**config.mk**
```make
export PLATFORM = sky130hd
export DESIGN_NAME = alu_arbiter_flat
export DESIGN_NICKNAME = d
export VERILOG_FILES = /design/src/rtl/alu_arbiter_if.sv /design/src/rtl/alu_arbiter.sv /design/src/flat_wrapper.sv
export SDC_FILE = /design/constraint.sdc
export NUM_CORES = 1
export LEC_CHECK = 0
export CAP_MARGIN = 0
export CELL_PAD_IN_SITES_DETAIL_PLACEMENT = 1
export CELL_PAD_IN_SITES_GLOBAL_PLACEMENT = 1
export CORE_MARGIN = 10
export CORE_UTILIZATION = 29
export DETAILED_ROUTE_END_ITERATION = 8
export PLACE_DENSITY = 0.85
export SLEW_MARGIN = 30
export SYNTH_ARGS = -nofsm -noshare
export SYNTH_HDL_FRONTEND = slang
export SYNTH_SLANG_ARGS = --single-unit
```
**constraint.sdc**
```tcl
create_clock -name clk -period 4.2 [get_ports clk]
set_input_delay 0.42 -clock clk [delete_from_list [all_inputs] [get_ports clk]]
set_output_delay 0.42 -clock clk [all_outputs]
set_load 0.02 [all_outputs]
```
**src/rtl/alu_arbiter_if.sv**
```systemverilog
// Requester/response handshake bundle between two clients and the ALU arbiter.
// The master modport is the requester side; the slave modport is the arbiter.
interface alu_arbiter_if #(
    parameter int N = 32
);
    logic         req0_valid;
    logic         req0_ready;
    logic [N-1:0] req0_a;
    logic [N-1:0] req0_b;
    logic [4:0]   req0_fn;

    logic         req1_valid;
    logic         req1_ready;
    logic [N-1:0] req1_a;
    logic [N-1:0] req1_b;
    logic [4:0]   req1_fn;

    logic         rsp0_valid;
    logic         rsp0_ready;
    logic         rsp1_valid;
    logic         rsp1_ready;
    logic [N-1:0] rsp_r;
    logic         rsp_z;
    logic         busy;

    modport master (
        output req0_valid, req0_a, req0_b, req0_fn,
        output req1_valid, req1_a, req1_b, req1_fn,
        output rsp0_ready, rsp1_ready,
        input  req0_ready, req1_ready,
        input  rsp0_valid, rsp1_valid, rsp_r, rsp_z, busy
    );

    modport slave (
        input  req0_valid, req0_a, req0_b, req0_fn,
        input  req1_valid, req1_a, req1_b, req1_fn,
        input  rsp0_ready, rsp1_ready,
        output req0_ready, req1_ready,
        output rsp0_valid, rsp1_valid, rsp_r, rsp_z, busy
    );
endinterface

```
**src/rtl/alu_arbiter.sv**
```systemverilog
// Two-port round-robin arbiter in front of one shared combinational ALU.
// One operation in flight: IDLE -> EXEC (capture ALU) -> RESP (hold until consumed).
module alu_arbiter #(
    parameter int N = 32
) (
    input  logic         clk,
    input  logic         reset,
    alu_arbiter_if.slave bus,
    output logic [N-1:0] alu_a,
    output logic [N-1:0] alu_b,
    output logic [4:0]   alu_fn,
    input  logic [N-1:0] alu_r,
    input  logic         alu_z
);
    typedef enum logic [1:0] {IDLE, EXEC, RESP} state_t;

    state_t       state;
    logic [N-1:0] op_a;
    logic [N-1:0] op_b;
    logic [4:0]   op_fn;
    logic         owner;
    logic         last_grant;
    logic [N-1:0] rsp_r_q;
    logic         rsp_z_q;
    logic         rsp0_valid_q;
    logic         rsp1_valid_q;
    logic         busy_q;

    logic rsp_consume;
    logic can_accept;
    logic grant0;
    logic grant1;
    logic accept;

    // Port 1 wins a tie only when port 0 was served last.
    always_comb begin
        rsp_consume = (state == RESP) && (owner ? bus.rsp1_ready : bus.rsp0_ready);
        can_accept  = !reset && ((state == IDLE) || rsp_consume);
        grant1      = bus.req1_valid && (!bus.req0_valid || !last_grant);
        grant0      = bus.req0_valid && !grant1;
        accept      = can_accept && (grant0 || grant1);
    end

    assign bus.req0_ready = can_accept && grant0;
    assign bus.req1_ready = can_accept && grant1;
    assign bus.rsp0_valid = rsp0_valid_q;
    assign bus.rsp1_valid = rsp1_valid_q;
    assign bus.rsp_r      = rsp_r_q;
    assign bus.rsp_z      = rsp_z_q;
    assign bus.busy       = busy_q;

    assign alu_a  = op_a;
    assign alu_b  = op_b;
    assign alu_fn = op_fn;

    // NOTE: async reset clears every register, including the in-flight operand and result.
    always_ff @(posedge clk or posedge reset) begin
        if (reset) begin
            state        <= IDLE;
            op_a         <= '0;
            op_b         <= '0;
            op_fn        <= '0;
            owner        <= 1'b0;
            last_grant   <= 1'b1;
            rsp_r_q      <= '0;
            rsp_z_q      <= 1'b0;
            rsp0_valid_q <= 1'b0;
            rsp1_valid_q <= 1'b0;
            busy_q       <= 1'b0;
        end else begin
            // NOTE: non-blocking assignments keep every register update on the same edge.
            case (state)
                IDLE, RESP: begin
                    if (accept) begin
                        op_a         <= grant1 ? bus.req1_a  : bus.req0_a;
                        op_b         <= grant1 ? bus.req1_b  : bus.req0_b;
                        op_fn        <= grant1 ? bus.req1_fn : bus.req0_fn;
                        owner        <= grant1;
                        last_grant   <= grant1;
                        state        <= EXEC;
                        busy_q       <= 1'b1;
                        rsp0_valid_q <= 1'b0;
                        rsp1_valid_q <= 1'b0;
                    end else if (rsp_consume) begin
                        state        <= IDLE;
                        busy_q       <= 1'b0;
                        rsp0_valid_q <= 1'b0;
                        rsp1_valid_q <= 1'b0;
                    end
                end
                EXEC: begin
                    rsp_r_q      <= alu_r;
                    rsp_z_q      <= alu_z;
                    state        <= RESP;
                    rsp0_valid_q <= !owner;
                    rsp1_valid_q <= owner;
                end
                default: begin
                    state        <= IDLE;
                    busy_q       <= 1'b0;
                    rsp0_valid_q <= 1'b0;
                    rsp1_valid_q <= 1'b0;
                end
            endcase
        end
    end
endmodule

```
**src/flat_wrapper.sv**
```systemverilog
// flat-port wrapper written by rule: the top's interface ports become plain ports
module alu_arbiter_flat 
#(
    parameter int N = 32
)
  (clk, reset, alu_a, alu_b, alu_fn, alu_r, alu_z, bus_req0_valid, bus_req0_a, bus_req0_b, bus_req0_fn, bus_req1_valid, bus_req1_a, bus_req1_b, bus_req1_fn, bus_rsp0_ready, bus_rsp1_ready, bus_req0_ready, bus_req1_ready, bus_rsp0_valid, bus_rsp1_valid, bus_rsp_r, bus_rsp_z, bus_busy);
  alu_arbiter_if #(.N(N)) bus_i ();
  input  logic clk;
  input  logic reset;
  output logic [N-1:0] alu_a;
  output logic [N-1:0] alu_b;
  output logic [4:0] alu_fn;
  input  logic [N-1:0] alu_r;
  input  logic alu_z;
  input wire logic [$bits(bus_i.req0_valid)-1:0] bus_req0_valid;
  input wire logic [$bits(bus_i.req0_a)-1:0] bus_req0_a;
  input wire logic [$bits(bus_i.req0_b)-1:0] bus_req0_b;
  input wire logic [$bits(bus_i.req0_fn)-1:0] bus_req0_fn;
  input wire logic [$bits(bus_i.req1_valid)-1:0] bus_req1_valid;
  input wire logic [$bits(bus_i.req1_a)-1:0] bus_req1_a;
  input wire logic [$bits(bus_i.req1_b)-1:0] bus_req1_b;
  input wire logic [$bits(bus_i.req1_fn)-1:0] bus_req1_fn;
  input wire logic [$bits(bus_i.rsp0_ready)-1:0] bus_rsp0_ready;
  input wire logic [$bits(bus_i.rsp1_ready)-1:0] bus_rsp1_ready;
  output wire logic [$bits(bus_i.req0_ready)-1:0] bus_req0_ready;
  output wire logic [$bits(bus_i.req1_ready)-1:0] bus_req1_ready;
  output wire logic [$bits(bus_i.rsp0_valid)-1:0] bus_rsp0_valid;
  output wire logic [$bits(bus_i.rsp1_valid)-1:0] bus_rsp1_valid;
  output wire logic [$bits(bus_i.rsp_r)-1:0] bus_rsp_r;
  output wire logic [$bits(bus_i.rsp_z)-1:0] bus_rsp_z;
  output wire logic [$bits(bus_i.busy)-1:0] bus_busy;
  assign bus_i.req0_valid = bus_req0_valid;
  assign bus_i.req0_a = bus_req0_a;
  assign bus_i.req0_b = bus_req0_b;
  assign bus_i.req0_fn = bus_req0_fn;
  assign bus_i.req1_valid = bus_req1_valid;
  assign bus_i.req1_a = bus_req1_a;
  assign bus_i.req1_b = bus_req1_b;
  assign bus_i.req1_fn = bus_req1_fn;
  assign bus_i.rsp0_ready = bus_rsp0_ready;
  assign bus_i.rsp1_ready = bus_rsp1_ready;
  assign bus_req0_ready = bus_i.req0_ready;
  assign bus_req1_ready = bus_i.req1_ready;
  assign bus_rsp0_valid = bus_i.rsp0_valid;
  assign bus_rsp1_valid = bus_i.rsp1_valid;
  assign bus_rsp_r = bus_i.rsp_r;
  assign bus_rsp_z = bus_i.rsp_z;
  assign bus_busy = bus_i.busy;
  alu_arbiter #(.N(N)) u_core (.clk(clk), .reset(reset), .bus(bus_i), .alu_a(alu_a), .alu_b(alu_b), .alu_fn(alu_fn), .alu_r(alu_r), .alu_z(alu_z));
endmodule
```
[Word level (Yosys, flattened, before mapping)]
Cells that the tools add are included.
Cells by class
  bitwise logic cells: 1
  equality and inequality tests: 3
  mux-type cells: 13
  reduce and logical (&&, ||, !) cells: 19
Operator list (number)
  $mux W32: 2
  $logic_and A1 B1 Y1: 7
  $pmux W1 S2: 3
  $logic_not A1 Y1: 5
  $mux W5: 1
  $mux W1: 4
  $mux W2: 2
  $pmux W2 S2: 1
  $reduce_and A2 Y1: 2
  $logic_or A1 B1 Y1: 3
  $ne A3 B1 Y1 const B: 1
  $eq A2 B1 Y1 const B: 1
  $eq A2 B2 Y1 const B: 1
  $logic_not A2 Y1: 1
  $reduce_or A2 Y1: 1
  $not A1 Y1: 1
Storage, ports and cells
  logic and storage cells: 47
  bits in registers: 109

[Depth between registers and ports, before layout]
  depth after elaboration: 9
  depth in mapped cells: 5

[Worst setup path before layout]
No wires, ideal clock.
  path type: input -> register
  start point: in bus_req1_valid
  end point: reg u_core.op_a[1], in the netlist u_core.alu_a[1]
  path slack: 2344 ps
  arrival: 1728 ps
  cell stages on the path: 5
  cell sequence: a21boi_0 -> buf_2 -> clkbuf_1 -> mux2_2 -> mux2_1
On the way
  cells in the longest elaborated chain, start to end: 6
  elaborated cells between the ends (all ways): 7
  classes of those cells: 1 x mux; 6 x reduce/logical
RTL lines
  from (decl): line flat_wrapper.sv:19  | input wire logic [$bits(bus_i.req1_valid)-1:0] bus_req1_valid;
  $logic_and A1 B1 Y1 (*): line alu_arbiter.sv:39  | grant1 = bus.req1_valid && (!bus.req0_valid || !last_grant);
  $logic_not A1 Y1: line alu_arbiter.sv:40  | grant0 = bus.req0_valid && !grant1;
  $logic_and A1 B1 Y1: line alu_arbiter.sv:40
  $logic_or A1 B1 Y1: line alu_arbiter.sv:41  | accept = can_accept && (grant0 || grant1);
  $logic_and A1 B1 Y1: line alu_arbiter.sv:41
  $reduce_and A2 Y1 (no source line)
  to (signal assigned): line alu_arbiter.sv:75  | op_a <= grant1 ? bus.req1_a : bus.req0_a;
  to (decl): line alu_arbiter.sv:18  | logic [N-1:0] op_a;
Mark *: on every way between the ends. The rest lies on a longest branch, timed or not.
A chain may end at the register's enable or synchronous reset.

[Worst setup path in the final report]
  start point: in bus_rsp0_ready
  end point: out bus_req0_ready
On the way
  cells in the longest elaborated chain, start to end: 5
RTL lines
  from (decl): line flat_wrapper.sv:23  | input wire logic [$bits(bus_i.rsp0_ready)-1:0] bus_rsp0_ready;
  $mux W1: line alu_arbiter.sv:37  | rsp_consume = (state == RESP) && (owner ? bus.rsp1_ready : bus.rsp0_ready);
  $logic_and A1 B1 Y1: line alu_arbiter.sv:37
  $logic_or A1 B1 Y1: line alu_arbiter.sv:38  | can_accept = !reset && ((state == IDLE) || rsp_consume);
  $logic_and A1 B1 Y1: line alu_arbiter.sv:38
  $logic_and A1 B1 Y1: line alu_arbiter.sv:44  | assign bus.req0_ready = can_accept && grant0;
  to (decl): line flat_wrapper.sv:25  | output wire logic [$bits(bus_i.req0_ready)-1:0] bus_req0_ready;
No other way between the ends.

==> impl_metrics.json <==
{
  "clk_latency_ps": 350,
  "hold_class": "reg -> reg",
  "yosysSeqAreaShare_pct": 54.7,
  "cp_cell_sequence": "clkdlybuf4s50_1 > mux2i_1 > a211oi_1 > and3b_1 > clkdlybuf4s50_1",
  "dieHeight_um": 151,
  "clkPwrFrac_pct": 15.1,
  "clkTransAtPathRegs_ps": 70,
  "n_fill_cell": 1719,
  "gp_congestion": 0.791,
  "drv_cap": 0,
  "wl_per_cell_um": 21.9,
  "cp_num_buf_inv": 2,
  "syn-num-nets": 508,
  "tightestPinTransition_ps": 720,
  "drt_iter0_drc": 98,
  "cp_data_arrival_time_ps": 2460,
  "synth-edff-count": 0,
  "ctsResizeCount": 0,
  "r2r_cells": 4,
  "critical-path-max-stage-delay_ps": 620,
  "dieWidth_um": 151,
  "cp.required_ps": 3780,
  "fin_crit_sh_pct": 68.5,
  "max_freq_mhz": 347,
  "r2r_end": "u_core.alu_fn[4]",
  "synth_top_area_share_pct": 54.1,
  "antenna_found_initial": 0,
  "slowest_stage": "clkdlybuf4s50_1",
  "setup_viol": 0,
  "rows": 47,
  "postPlaceCellArea_um2": 8030,
  "core_um2": 16700,
  "period_minus_slack_ps": 2880,
  "status": "finished clean",
  "vias": 3819,
  "grt_max_degree": 79,
  "ys_types": 29,
  "avgViaCountPerCell": 4.58,
  "synthTopCellsByArea": "dfrtp_1 (54%), mux2_2 (37%), mux2_1 (1.4%), buf_6 (1.1%), clkbuf_1 (0.60%)",
  "r2r_slack_ps": 2120,
  "ant_nets": 0,
  "grt_pass1_wl_um": 26500,
  "power.switching_mw": 1.92,
  "path_class": "in -> out",
  "cp-end-kind": "output pin",
  "cp_max_fo": 5,
  "switching_share_pct": 36.2,
  "combPwrFrac_pct": 50.6,
  "final-hold-violation-count": 0,
  "hold_end": "u_core.alu_b[7]",
  "drv_slew": 0,
  "syn-cell-area_um2": 4990,
  "min-delay-start": "u_core.alu_b[7]",
  "firstDrtPassIters": 4,
  "clockBufferDepth": 2,
  "path_delay_family": "buffers and inverters",
  "share_seq_of_total_power_pct": 34.2,
  "final_cell_area_um2": 8300,
  "final_net_count": 786,
  "start_kind": "input port",
  "p_leak_nw": 3.29,
  "synth_top_flop_cell": "dfrtp_1",
  "fin_tns_setup_ps": 0,
  "io_buffers": 283,
  "synth_top_area_cell": "dfrtp_1",
  "tritoncts": "yes",
  "grtUsageTotal_pct": 15.2,
  "ys_ff_latch": 109,
  "drc_errors": 0,
  "yosysWarnings": 0,
  "clock_sinks": 109,
  "synthTopCellsByCount": "mux2_2 (165), dfrtp_1 (108), clkbuf_1 (8)",
  "post-route-util_pct": 49.7,
  "avgSynthCellArea_um2": 15.1,
  "place_hpwl_um": 14700,
  "path_common_cell": "clkdlybuf4s50_1",
  "grt_pass1_vias": 4591,
  "internal_power_mw": 3.38,
  "min_path_cells": 1,
  "postCtsHoldBufs": 0,
  "numCtsBuffers": 9,
  "htreeDepth": 3,
  "rsz0062_at_grt": "no",
  "power.density_nw_per_um2": 639,
  "yosys.cell_count.top_type": "mux2_2",
  "fin_worst_skew_ps": 10.6,
  "initial_utilization_pct": 29.9,
  "power_mw": 5.31,
  "cts_root_buf": "clkbuf_16",
  "timing.rr.start": "u_core.last_grant",
  "crit_cells": 5,
  "ir_worst_vdd_uv": 292,
  "synthArstFlopShare_pct": 100,
  "slew_headroom_pct": 52.0,
  "cts_setup_buffers": 0,
  "dieArea_um2": 22900,
  "drive_above_1_share_pct": 30.8,
  "wl_um": 18200,
  "num_io_pins": 284,
  "overflow": 0,
  "antenna_cells": 0,
  "syn_inst": 331,
  "syn2layout_area_growth_pct": 66.4
}
state kept, by name, indices dropped and copies added (netlist names):
name and flops:
u_core.alu_b 32, u_core.bus.rsp_z 1, u_core.alu_fn 5, u_core.alu_a 32, u_core.owner 1, u_core.last_grant 1, u_core.state 2, u_core.bus.rsp_r 32
u_core.bus.rsp0_valid 1, u_core.bus.busy 1, u_core.bus.rsp1_valid 1
worst reg2reg max path: stages, from the launching register on:
cell and delay, ps:
dfstp_2 400, a21boi_4 460, buf_12 360, mux2_2 440, mux2_1 300
how the worst max path moves through the flow:
stage                   startpoint               to  slack [ps]
finish              bus_rsp0_ready   bus_req0_ready        1320
global route        bus_rsp0_ready   bus_req0_ready        1120
CTS                 bus_rsp0_ready   bus_req0_ready        1310
detailed placement  bus_rsp0_ready   bus_req0_ready        1320
global placement    bus_rsp0_ready   bus_req0_ready        1390
floorplan                    reset  u_core.alu_a[0]         910
layer usage:
metal | wire length [um] | GRT usage, %
met3 | 1510 | 5.58
met1 | 6200 | 14.7
met5 | 0 | 0
met4 | 392 | 5.82
met2 | 10100 | 28.6
cell families (layout without fill, tap and decap cells):
logic type,count (synthesis),count (layout),synth area share (%)
DFF,109,109,54.7
muxes,173,173,39.0
AOI/OAI and AO/OA,14,14,2.36
buffers and inverters,27,310,3.03
and+or+nand+nor,8,8,0.953
power by group through the flow:
stage | logic, mW | clock network (mW) | registers [mW]
after floorplan | 0.746 | 0 | 2.37
after global placement | 2.66 | 0 | 1.79
after detailed placement | 2.73 | 0 | 1.84
after CTS | 2.74 | 0.830 | 1.82
after global routing | 2.83 | 0.877 | 1.88
final | 2.69 | 0.804 | 1.82
per-stage QoR:
| stage | cells | worst slack (ps) | hold WS (ps) |
|---|---|---|---|
| global placement | 818 | 1390 | 467 |
| global route | 834 | 1120 | 499 |
| CTS | 834 | 1310 | 496 |
| finish | 834 | 1320 | 498 |
| detailed placement | 818 | 1320 | 480 |
| floorplan | 331 | 908 | 488 |
layout make-up:
cell class              instances  area [um2]  share of cell area [%]
inverters                       6        27.5                   0.331
multi-input cells             195        2120                    25.6
repair buffers                288        2880                    34.7
clock inverters                 5        35.0                   0.422
well taps                     220         275                    3.31
flip-flops and latches        109        2730                    32.9
clock buffers                  11         233                    2.80
placed cells by master (no fill, tap or decap):
cell,instances
dfstp_2,1
clkinv_4,1
and3b_1,1
clkbuf_16,9
a31oi_1,1
buf_12,1
inv_1,5
nand2_1,2
o22ai_1,3
dfrtp_1,108
a211oi_4,1
a2bb2oi_1,1
nand3_1,1
o2bb2ai_1,1
clkinvlp_4,1
a21oi_1,1
clkbuf_1,2
o21bai_1,1
nand2b_1,1
and2_1,2
mux2_1,6
mux2_2,165
and2b_1,1
a211oi_1,1
a2111oi_0,1
clkinv_2,2
o31a_1,1
inv_6,2
mux2i_1,2
buf_4,4
a21boi_4,1
clkdlybuf4s50_1,283
o21ba_2,1
Note: power is estimated with default switching activity, not from simulation.
